**config.mk**
```make
export PLATFORM = sky130hd
export DESIGN_NAME = matrix_d_writeback
export DESIGN_NICKNAME = d
export VERILOG_FILES = /design/src/rtl/matrix_d_writeback_pkg.sv /design/src/rtl/matrix_d_writeback_bundle_fifo.sv /design/src/rtl/matrix_d_writeback.sv
export SDC_FILE = /design/constraint.sdc
export NUM_CORES = 1
export LEC_CHECK = 0
export BUFFER_PORTS_ARGS = -buffer_cell sky130_fd_sc_hd__buf_2
export CORE_ASPECT_RATIO = 1.75
export CORE_MARGIN = 1
export CORE_UTILIZATION = 32
export DETAILED_ROUTE_END_ITERATION = 12
export PLACE_DENSITY = 0.62
export SYNTH_ARGS = -nofsm -noshare
export SYNTH_HDL_FRONTEND = slang
export SYNTH_SLANG_ARGS = --single-unit
export TNS_END_PERCENT = 20
```
**constraint.sdc**
```tcl
create_clock -name clock -period 37.5 [get_ports clock]
set_input_delay 1.875 -clock clock [delete_from_list [all_inputs] [get_ports clock]]
set_output_delay 1.875 -clock clock [all_outputs]
set_load 0.005 [all_outputs]
```
**src/rtl/matrix_d_writeback_pkg.sv**
```systemverilog
// Shared definitions for the matrix-D result writeback path.
//  WB_LANES   lanes per io_out bundle
//  WB_LANE_W  bits per lane (matrix_d_data width)
//  WB_DEPTH   bundle FIFO entries (power of 2, >= 2)
//  WB_ADDR_W  result-RF word address width
//  WB_DONE_W  width of the completed-bundle counter
//  lane_e     lane order inside a bundle; the enum value is the lane index k,
//             i.e. the slice in_data[k*WB_LANE_W +: WB_LANE_W]
//  wb_state_e writeback FSM states
package matrix_d_writeback_pkg;

   localparam int WB_LANES  = 8;
   localparam int WB_LANE_W = 64;
   localparam int WB_DEPTH  = 2;
   localparam int WB_ADDR_W = 8;
   localparam int WB_DONE_W = 16;

   typedef enum logic [2:0] {
      TC0_OCT0_TG0 = 3'd0,
      TC0_OCT0_TG4 = 3'd1,
      TC0_OCT1_TG0 = 3'd2,
      TC0_OCT1_TG4 = 3'd3,
      TC1_OCT0_TG0 = 3'd4,
      TC1_OCT0_TG4 = 3'd5,
      TC1_OCT1_TG0 = 3'd6,
      TC1_OCT1_TG4 = 3'd7
   } lane_e;

   typedef enum logic {
      ST_IDLE  = 1'b0,
      ST_DRAIN = 1'b1
   } wb_state_e;

endpackage

```
**src/rtl/matrix_d_writeback_bundle_fifo.sv**
```systemverilog
// Bundle FIFO: DEPTH entries of W bits, read/write pointers plus occupancy count.
//  clock, reset   rising-edge clock, asynchronous active-high reset
//  flush          synchronous clear, wins over a same-cycle push/pop
//  push/push_data write push_data at the tail (caller never pushes when full)
//  pop            drop the head entry (caller never pops when empty)
//  head_data      current head entry
//  full/empty     occupancy flags derived from the registered count
//  count          number of stored entries
module matrix_d_writeback_bundle_fifo #(
   parameter int W     = 512,
   parameter int DEPTH = 2
) (
   input  logic                       clock,
   input  logic                       reset,
   input  logic                       flush,
   input  logic                       push,
   input  logic [W-1:0]               push_data,
   input  logic                       pop,
   output logic [W-1:0]               head_data,
   output logic                       full,
   output logic                       empty,
   output logic [$clog2(DEPTH+1)-1:0] count
);

   localparam int PTR_W = $clog2(DEPTH);
   localparam int CNT_W = $clog2(DEPTH+1);

   logic [W-1:0]     mem [DEPTH];
   logic [PTR_W-1:0] wr_ptr;
   logic [PTR_W-1:0] rd_ptr;

   // Storage carries no reset: an entry is only observed after it was written.
   always_ff @(posedge clock) begin
      if (push && !flush) mem[wr_ptr] <= push_data;
   end

   // DEPTH is a power of two, so the pointers wrap naturally.
   always_ff @(posedge clock or posedge reset) begin
      if (reset) begin
         wr_ptr <= '0;
         rd_ptr <= '0;
         count  <= '0;
      end else if (flush) begin
         wr_ptr <= '0;
         rd_ptr <= '0;
         count  <= '0;
      end else begin
         if (push) wr_ptr <= wr_ptr + 1'b1;
         if (pop)  rd_ptr <= rd_ptr + 1'b1;
         if (push && !pop)      count <= count + 1'b1;
         else if (pop && !push) count <= count - 1'b1;
      end
   end

   assign head_data = mem[rd_ptr];
   assign full      = (count == CNT_W'(DEPTH));
   assign empty     = (count == '0);

endmodule

```
**src/rtl/matrix_d_writeback.sv**
```systemverilog
// Matrix-D writeback: accepts one io_out result bundle per valid/ready handshake
// into a small FIFO and serializes each bundle into LANES single-lane RF writes.
//  clock, reset   rising-edge clock, asynchronous active-high reset
//  flush          synchronous clear of FIFO, FSM, lane index, address counter
//  in_valid/in_ready/in_data   bundle input from the System (lane k at [k*LANE_W +: LANE_W])
//  wr_valid/wr_ready/wr_addr/wr_data   single-lane RF write port
//  bundles_done   count of fully written bundles (wraps)
//  busy           FIFO non-empty or drain in progress
//
// Handshakes: a transfer happens on a rising edge where valid and ready are both
// high. valid never depends on ready; once wr_valid is raised, wr_valid, wr_addr
// and wr_data stay stable until the lane is accepted. in_ready depends only on
// registered FIFO occupancy, never on in_valid or wr_ready.
module matrix_d_writeback
   import matrix_d_writeback_pkg::*;
#(
   parameter int LANES  = WB_LANES,
   parameter int LANE_W = WB_LANE_W,
   parameter int DEPTH  = WB_DEPTH,
   parameter int ADDR_W = WB_ADDR_W
) (
   input  logic                    clock,
   input  logic                    reset,
   input  logic                    flush,
   input  logic                    in_valid,
   output logic                    in_ready,
   input  logic [LANES*LANE_W-1:0] in_data,
   output logic                    wr_valid,
   input  logic                    wr_ready,
   output logic [ADDR_W-1:0]       wr_addr,
   output logic [LANE_W-1:0]       wr_data,
   output logic [WB_DONE_W-1:0]    bundles_done,
   output logic                    busy
);

   localparam int IDX_W = $clog2(LANES);
   localparam int CNT_W = $clog2(DEPTH+1);

   wb_state_e               state;
   logic [IDX_W-1:0]        lane_idx;
   logic [ADDR_W-1:0]       addr_ctr;
   logic [LANES*LANE_W-1:0] head_data;
   logic [LANE_W-1:0]       lane_word;
   logic [CNT_W-1:0]        fifo_count;
   logic                    fifo_full;
   logic                    fifo_empty;
   logic                    push;
   logic                    last_lane;
   logic                    pop;
   logic                    more_bundles;

   assign in_ready  = !fifo_full;
   assign push      = in_valid && in_ready;
   assign last_lane = (lane_idx == IDX_W'(LANES-1));
   assign pop       = (state == ST_DRAIN) && wr_ready && last_lane;
   // After the final-lane pop, another bundle is present if one was queued
   // behind the head or arrives on this same edge; keep draining without a bubble.
   assign more_bundles = (fifo_count > CNT_W'(1)) || push;

   matrix_d_writeback_bundle_fifo #(
      .W     (LANES*LANE_W),
      .DEPTH (DEPTH)
   ) u_fifo (
      .clock     (clock),
      .reset     (reset),
      .flush     (flush),
      .push      (push),
      .push_data (in_data),
      .pop       (pop),
      .head_data (head_data),
      .full      (fifo_full),
      .empty     (fifo_empty),
      .count     (fifo_count)
   );

   always_comb begin
      lane_word = '0;
      for (int k = 0; k < LANES; k++) begin
         if (lane_idx == IDX_W'(k)) lane_word = head_data[k*LANE_W +: LANE_W];
      end
   end

   always_ff @(posedge clock or posedge reset) begin
      if (reset) begin
         state        <= ST_IDLE;
         lane_idx     <= '0;
         addr_ctr     <= '0;
         bundles_done <= '0;
      end else if (flush) begin
         state        <= ST_IDLE;
         lane_idx     <= '0;
         addr_ctr     <= '0;
         bundles_done <= '0;
      end else begin
         case (state)
            ST_IDLE: begin
               if (!fifo_empty) state <= ST_DRAIN;
            end
            ST_DRAIN: begin
               if (wr_ready) begin
                  addr_ctr <= addr_ctr + 1'b1;
                  if (last_lane) begin
                     lane_idx     <= '0;
                     bundles_done <= bundles_done + 1'b1;
                     if (!more_bundles) state <= ST_IDLE;
                  end else begin
                     lane_idx <= lane_idx + 1'b1;
                  end
               end
            end
            default: state <= ST_IDLE;
         endcase
      end
   end

   // Outputs decode registered state only; wr_data is forced to zero when idle
   // so the unreset FIFO storage never reaches the port.
   assign wr_valid = (state == ST_DRAIN);
   assign wr_addr  = addr_ctr;
   assign wr_data  = wr_valid ? lane_word : '0;
   assign busy     = !fifo_empty || (state == ST_DRAIN);

endmodule

```
==> metrics.cfg, run 1 <==
[outcome]
status = complete, no violations

[final_layout]
final_common_cell = edfxtp_1
stdcell_area_um2 = 50100
fillers = 12100
fin_nets = 3631
syn2layout_area_growth_pct = 19.3
final-seq-area_um2 = 31600
multi_input_area_um2 = 9810
drive_gt1_share_pct = 27.7
final_cell_mix = edfxtp_1 (1,024), buf_2 (607), mux2i_1 (452)
finalNonFillerCells = 4887

[timing]
timing.final.crit_share_pct = 20.1
worstMarginPinSlew_ps = 1150
tns_ps = 0
drv_slew = 0
max_clock_freq_mhz = 133
skew_ps = 17.4
hold_violations = 0
maxSlewHeadroom_pct = 23.6
setup_viol = 0
setup_ws_ps = 29970
min_period_ps = 7530
rsz0062_at_grt = no

[critical_path]
path_buf_inv = 4
critPathKind = flip-flop to output pin
cp_top_family = buffers and inverters
crit_cells = 8
crit_chain = buf_4 > buf_4 > buf_4 > mux2i_1 > o22ai_1 > a211oi_1 > o21ai_0 > buf_2
arrival_ps = 5650
endpoint_kind = output pin
cp.required_ps = 35620
cp_common_cell = buf_4
critPathSlowestCell = buf_4
critPathLaunchType = flip-flop
critPathMaxStageDelay_ps = 880
critPathMaxFanout = 55
reg2reg_depth = 9

[logic_synthesis]
synth_edf_count = 1024
yosysTopAreaCell = edfxtp_1
synth_fp_nets = 3043
synth.top_cell.area_share_pct = 73.2
synth_seq_cells = 1056
async_flop_share_pct = 3.03
ys_seq_area_share_pct = 75.1
yosys_warnings = 0
ys.flop_type = edfxtp_1
netlist_area_um2 = 42000
ys_types = 40
postSynthCellCount = 2515
syn_avg_cell_area_um2 = 16.7
synthTopCellsByArea = edfxtp_1 (73%), mux2i_1 (11%), dfrtp_1 (1.9%)

[cts]
clk_pin_slew_ps = 60
cts_resized = 0
cts_buffers = 98
cts_buffer_depth = 3
clk_latency_ps = 690
postCtsSetupRepairBufs = 0
holdBufCountCts = 0
ctsHtreeMaxLevel = 3
cts_tree = built
cts_root_buf = clkbuf_16
clkSinkCount = 1056

[grt]
grt_max_degree = 161
antenna_found_initial = 77
grt_usage_pct = 17.5
grt_pass1_vias = 25100
grt_pass1_wl_mm = 168
grt-ovfl-total = 0

[power_and_ir_drop]
ir_worst_vdd_v = 0.0000473
p_total_uw = 2580
power_density_nw_per_um2 = 51.5
p_leak_uw = 0.0169

[floorplan]
die_y_um = 481
die_area_um2 = 133000
num_io_pins = 608
initial_utilization_pct = 32.3
die_x_um = 276
core_area_um2 = 130000
rows = 175

[place]
gp_congestion = 0.768
dp.cells = 4684
portBuffers = 607
dp_hpwl_mm = 77.2
placed_area_um2 = 46900
dp_slack_ps = 30340

[min_path]
hp-class = flip-flop to flip-flop
min_path_cells = 2

[route]
dr.pass1.iters = 7
ant_nets = 0
via_per_inst = 5.06
vias = 24700
wl_per_cell_um = 24.8
drt_iter0_drc = 1719
wirelength_mm = 121
drc = 0

[job]
max_cap_violations = 0

final timing paths:
path                            slack (ps)                      endpoint                        start
max in group asynchronous            35840     u_fifo.rd_ptr$_DFFE_PP0P_                        reset
worst max-delay path                 29970                   wr_data[22]    u_fifo.rd_ptr$_DFFE_PP0P_
min in group asynchronous             1300   bundles_done[2]$_DFFE_PP0P_                        reset
worst min register to register         550        wr_addr[7]$_DFFE_PP0P_       wr_addr[7]$_DFFE_PP0P_
worst min-delay path                   550        wr_addr[7]$_DFFE_PP0P_       wr_addr[7]$_DFFE_PP0P_
worst max register to register       31730  u_fifo.mem[0][100]$_DFFE_PP_  u_fifo.count[0]$_DFFE_PP0P_
state kept, by name, summed over array words and instances (netlist names):
register,flops
bundles_done,16
lane_idx,3
u_fifo.count,2
u_fifo.mem,1024
u_fifo.rd_ptr,1
u_fifo.wr_ptr,1
wr_addr,8
wr_valid,1
worst min-delay path: cells and delay by family, from the launching register on:
kind | cells | cell delay [ps]
DFF | 1 | 360
and+or+nand+nor | 1 | 40
xor gates and xnor gates | 1 | 120
metal layers:
metal	wire length, um	up-vias	track usage [%]
li1	-	11100	-
met1	47800	12300	20.9
met2	59900	940	29.9
met3	10200	253	5.35
met4	2610	88	5.11
met5	515	-	0
area by class of cell:
cell class / instances / share of cell area [%]
Tap cell: 1681 / 4.20
Sequential cell: 1056 / 63.0
Inverter: 9 / 0.0699
Timing Repair Buffer: 649 / 6.77
Clock inverter: 67 / 1.23
Clock buffer: 115 / 5.11
Antenna cell: 21 / 0.105
Multi-Input combinational cell: 1289 / 19.6
synth_stat cells (2+ instances only):
cell	count
nor2_1	87
nand2b_1	3
buf_1	11
ha_1	11
nand2_1	75
nand4_1	6
inv_1	8
nor3_1	8
or2_2	2
clkbuf_1	82
or3_1	6
buf_2	61
o22ai_1	128
mux2_2	65
a21o_1	64
o21ai_0	69
a211oi_1	66
xnor2_1	13
and2_1	4
or3b_2	2
nor4_1	2
dfrtp_1	32
mux2i_1	452
edfxtp_1	1024
a21oi_1	136
a31oi_1	65
and3_1	3
buf_4	7
xor2_1	7
nand3_1	6
stage by stage:
stage	util, %	hold WS [ps]
after floorplan	-	518
after global placement	36.1	526
after detailed placement	36.1	536
after CTS	38.5	551
after global routing	38.5	602
final	38.5	551
power breakdown:
part / total, uW / internal [uW] / switching (uW)
logic: 213 / 71.4 / 142
clock network: 994 / 548 / 445
registers: 1370 / 1360 / 13.4
cell families after synthesis:
| group | after synthesis | synth area share (%) |
|---|---|---|
| AND/OR/NAND/NOR | 210 | 2.16 |
| XOR/XNOR | 20 | 0.417 |
| adder cells (fa/ha/maj) | 11 | 0.328 |
| multiplexers | 517 | 12.5 |
| AO/OA/AOI/OAI | 531 | 7.70 |
| buffers and inverters | 170 | 1.76 |
| flip-flops | 1056 | 75.1 |
Power figures use the tool's default switching activity.
==> inputs of run 2 (changes only) <==
--- a/config.mk
+++ b/config.mk
@@ -10,7 +10,7 @@
 export CORE_MARGIN = 1
 export CORE_UTILIZATION = 32
 export DETAILED_ROUTE_END_ITERATION = 12
-export PLACE_DENSITY = 0.62
+export PLACE_DENSITY = 0.61
 export SYNTH_ARGS = -nofsm -noshare
 export SYNTH_HDL_FRONTEND = slang
 export SYNTH_SLANG_ARGS = --single-unit
==> constraint.sdc (replaced) <==
create_clock -name clock -period 7.16 [get_ports clock]
set_input_delay 0.358 -clock clock [delete_from_list [all_inputs] [get_ports clock]]
set_output_delay 0.358 -clock clock [all_outputs]
set_load 0.005 [all_outputs]
==> metrics.cfg, run 2 (synthesized netlist as in run 1, its figures left out) <==
[outcome]
status = complete, no violations

[critical_path]
critPathLaunchType = flip-flop
critPathSlowestCell = and2_4
arrival_ps = 4660
reg2reg_depth = 6
critPathMaxStageDelay_ps = 840
endpoint_kind = output pin
crit_chain = inv_1 > ha_4 > buf_4 > and2_4 > buf_4 > a21oi_1 > a31oi_1 > o21ai_0 > buf_2
critPathMaxFanout = 46
r2r-end = u_fifo.mem[1][20]$_DFFE_PP_
reg2reg_from = u_fifo.count[0]$_DFFE_PP0P_
r2r_slack_ps = 3990
cp.required_ps = 6800
cp_common_cell = buf_4
critPathKind = flip-flop to output pin

[timing]
drv_slew = 0
setup_ws_ps = 2140
hold_violations = 0
maxSlewHeadroom_pct = 17.9
tns_ps = 0
min_period_ps = 5020
timing.final.crit_share_pct = 70.1
setup_viol = 0
worstMarginPinSlew_ps = 1230
max_clock_freq_mhz = 199
skew_ps = 43.8
rsz0062_at_grt = no

[floorplan]
core_area_um2 = 130000
rows = 175
die_x_um = 276
die_area_um2 = 133000
die_y_um = 481
num_io_pins = 608
initial_utilization_pct = 32.3

[final_layout]
fin_nets = 4138
final_cell_mix = edfxtp_1 (1,024), buf_2 (607), dlygate4sd3_1 (513)
multi_input_area_um2 = 9840
final_common_cell = edfxtp_1
largest_register_ffs = 1024
post-route-util_pct = 42.5
max_flop_register = u_fifo.mem
final-seq-area_um2 = 31600
fillers = 11700
finalNonFillerCells = 5394
syn2layout_area_growth_pct = 31.6
drive_gt1_share_pct = 23.5

[grt]
antenna_found_initial = 35
grt_pass1_vias = 28200
grt_max_degree = 156
grt-ovfl-total = 0
grt_usage_pct = 18.3
grt_pass1_wl_mm = 179

[power_and_ir_drop]
power_density_nw_per_um2 = 247
ir_worst_vdd_v = 0.000223
p_leak_uw = 0.0190
p_total_uw = 13700

[place]
dp_hpwl_mm = 76.0
gp_congestion = 0.800
dp_slack_ps = 2790
portBuffers = 607
dp.cells = 4679

[route]
wl_per_cell_um = 23.4
drc = 0
wirelength_mm = 126
drt_iter0_drc = 1869
vias = 26800
via_per_inst = 4.97
ant_nets = 0
dr.pass1.iters = 5

[min_path]
min_from = wr_ready
hp-class = primary input to flip-flop
min_to = u_fifo.count[1]$_DFFE_PP0P_
min_path_cells = 3

[cts]
cts_buffers = 97
clkSinkCount = 1056
ctsHtreeMaxLevel = 3
cts_tree = built
clk_latency_ps = 700
clk_pin_slew_ps = 60
cts_buffer_depth = 3
postCtsSetupRepairBufs = 0
cts_root_buf = clkbuf_16

[job]
max_cap_violations = 0

[run 2: changes by cell type in the layout (fill, tap and decap cells not counted), sizes merged]
| cell | previous run | this run |
|---|---|---|
| inv | 18 | 17 |
| diode | 21 | 22 |
| clkbuf | 115 | 118 |
| dlygate4sd3 | 0 | 513 |
| bufinv | 8 | 6 |
| clkinv | 44 | 42 |
| buf | 649 | 644 |
[run 2: layer usage]
| layer | wire length, um | track usage [%] | vias up | part of all wire [%] |
|---|---|---|---|---|
| li1 | - | - | 12200 | - |
| met1 | 51200 | 22.4 | 13400 | 41 |
| met2 | 63300 | 31.8 | 1041 | 50 |
| met3 | 8130 | 3.74 | 223 | 6.5 |
| met4 | 3300 | 6.31 | 24 | 2.6 |
| met5 | 158 | 0 | - | 0.13 |
[run 2: how the worst max path moves through the flow]
stage                                     start                    endpoint  slack (ps)
CTS                     lane_idx[0]$_DFFE_PP0P_                 wr_data[22]        2020
global route            lane_idx[0]$_DFFE_PP0P_                 wr_data[22]        1960
floorplan           u_fifo.count[1]$_DFFE_PP0P_  u_fifo.mem[1][0]$_DFFE_PP_       -6950
detailed placement      lane_idx[0]$_DFFE_PP0P_                 wr_data[22]        2790
finish                  lane_idx[0]$_DFFE_PP0P_                 wr_data[21]        2140
global placement        lane_idx[0]$_DFFE_PP0P_                 wr_data[22]        2820
[run 2: cell type report]
type	instances	share of cell area [%]
Tap cell	1681	3.81
Clock buffer	118	4.54
Clock inverter	62	1.02
Inverter	9	0.0657
Antenna cell	22	0.0996
Timing Repair Buffer	1157	15.6
Sequential cell	1056	57.1
Multi-Input combinational cell	1289	17.8
[run 2: repair_timing]
item | CTS | global route
gates resized for setup | 0 | 0
setup endpoints to repair | 0 | 0
endpoints found under the hold margin | 1056 | 0
hold buffers | 513 | 0
[run 2: where the power goes]
part / internal, uW / total, uW / switching (uW)
combinational: 566 / 1390 / 828
clock: 2740 / 5080 / 2340
sequential: 7130 / 7200 / 72.2
[run 2: critical path: cells and delay by family, from the launching register on]
kind                       cells  cell delay [ps]
AOI/OAI and AO/OA              3              540
and+or+nand+nor                1              840
buffers and inverters          4             1670
adders and majority gates      1              400
DFF                            1              450
[run 2: metrics by stage]
| step | cell area, um^2 | hold slack, ps |
|---|---|---|
| floorplan | 42100 | 457 |
| global placement | 47000 | 479 |
| detailed placement | 47000 | 483 |
| CTS | 55200 | 65.1 |
| global route | 55200 | 133 |
| finish | 55300 | 138 |
==> inputs of run 3 (changes only) <==
==> constraint.sdc (replaced) <==
create_clock -name clock -period 5.3 [get_ports clock]
set_input_delay 0.265 -clock clock [delete_from_list [all_inputs] [get_ports clock]]
set_output_delay 0.265 -clock clock [all_outputs]
set_load 0.005 [all_outputs]
==> metrics.cfg, run 3 (synthesized netlist as in run 1, its figures left out) <==
[outcome]
status = complete, no violations

[critical_path]
crit_start = lane_idx[1]$_DFFE_PP0P_
r2r_slack_ps = 2500
crit_path_end = wr_data[38]
r2r-end = bundles_done[13]$_DFFE_PP0P_
reg2reg_depth = 6
critPathKind = flip-flop to output pin
reg2reg_from = lane_idx[0]$_DFFE_PP0P_
endpoint_kind = output pin
cp.required_ps = 5040
arrival_ps = 4230
critPathLaunchType = flip-flop
critPathMaxFanout = 41

[route]
vias = 26900
met2_length_mm = 61.9
via_per_inst = 4.97
routed.top_layer = met5
wl_per_cell_um = 23.4
wirelength_mm = 127
wl_met3_mm = 9.67
ant_nets = 0
drc = 0
drt_iter0_drc = 1684
dr.pass1.iters = 5
wl_met1_mm = 51.2

[cts]
postCtsSetupRepairBufs = 0
clkSinkCount = 1056
cts_resized = 0
cts_root_buf = clkbuf_16
holdBufCountCts = 515
cts_tree = built
clk_latency_ps = 710
clk_pin_slew_ps = 60
cts_buffers = 101
cts_buffer_depth = 3
ctsHtreeMaxLevel = 3

[power_and_ir_drop]
p_total_uw = 18800
p_leak_uw = 0.0192
power_density_nw_per_um2 = 338
ir_worst_vdd_v = 0.000299

[timing]
rsz0062_at_grt = no
setup_ws_ps = 808
worstMarginPinSlew_ps = 1010
timing.final.crit_share_pct = 84.8
hold_violations = 0
drv_slew = 0
maxSlewHeadroom_pct = 32.3
skew_ps = 26.2
max_clock_freq_mhz = 223
min_period_ps = 4490
setup_viol = 0

[final_layout]
fin_nets = 4154
stdcell_area_um2 = 55600
drive_gt1_share_pct = 23.9
max_flop_register = u_fifo.mem
largest_register_ffs = 1024
syn2layout_area_growth_pct = 32.4
final_cell_mix = edfxtp_1 (1,024), buf_2 (607), dlygate4sd3_1 (515)
final_common_cell = edfxtp_1

[grt]
grt_max_degree = 129
grt_usage_pct = 18.6
grt-ovfl-total = 0
grt_pass1_vias = 28500
grt_pass1_wl_mm = 180
antenna_found_initial = 44

[place]
portBuffers = 607
dp_slack_ps = 1560
placed_area_um2 = 47100
gp_congestion = 0.807
dp_hpwl_mm = 79.1

[job]
max_cap_violations = 0

[floorplan]
core_area_um2 = 130000
initial_utilization_pct = 32.3
num_io_pins = 608
die_area_um2 = 133000
rows = 175
die_y_um = 481
die_x_um = 276

[min_path]
hp-class = primary input to flip-flop

==> run 3: changes by cell type in the layout (fill, tap and decap cells not counted), sizes merged <==
cell         before  now
buf             644  654
diode            22   27
bufinv            6   10
clkbuf          118  121
dlygate4sd3     513  515
inv              17   19
clkinv           42   41
==> run 3: where the power goes <==
| group | leakage (uW) | switching, uW | total, uW | internal, uW |
|---|---|---|---|---|
| logic | 0.00775 | 1080 | 1850 | 774 |
| registers | 0.00983 | 95.7 | 9720 | 9630 |
| clock network | 0.00158 | 3210 | 7230 | 4020 |
==> run 3: area by class of cell <==
| cell class | count | area, um^2 |
|---|---|---|
| Multi-Input combinational cell | 1289 | 9840 |
| Clock inverter | 67 | 671 |
| Antenna cell | 27 | 67.6 |
| Timing Repair Buffer | 1169 | 8750 |
| Inverter | 9 | 36.3 |
| Fill cell | 11600 | 74400 |
| Sequential cell | 1056 | 31600 |
| Tap cell | 1681 | 2100 |
| Clock buffer | 121 | 2600 |
==> run 3: metrics by stage <==
stage	utilization, %	TNS, ps	hold WS (ps)	std cells
2_1_floorplan	-	-8662050	364	2515
3_3_place_gp	36.2	0	388	4689
3_5_place_dp	36.2	0	396	4689
4_1_cts	42.7	0	78.5	5392
5_1_grt	42.7	0	118	5410
6_report	42.8	0	138	5419
==> run 3: metal layers <==
layer / vias to the layer above / track usage (%)
met5: - / 0
met4: 32 / 6.89
met3: 288 / 4.64
met2: 1053 / 31.3
met1: 13400 / 22.8
li1: 12200 / -
==> run 3: critical path: stages (launching register included) <==
cell and delay, ps:
dfrtp_1 440, inv_1 140, ha_4 680, or3b_4 880
buf_4 460, o22ai_1 180, a211oi_1 340, o21ai_0 180
buf_2 160
==> run 3: how the worst min path moves through the flow <==
stage / startpoint / end / cells after the start
2_1_floorplan: in_data[0] / u_fifo.mem[0][0]$_DFFE_PP_ / 0
3_3_place_gp: reset / bundles_done[14]$_DFFE_PP0P_ / 3
3_5_place_dp: reset / bundles_done[12]$_DFFE_PP0P_ / 3
4_1_cts: flush / bundles_done[4]$_DFFE_PP0P_ / 2
5_1_grt: flush / wr_addr[5]$_DFFE_PP0P_ / 2
6_report: flush / bundles_done[5]$_DFFE_PP0P_ / 2
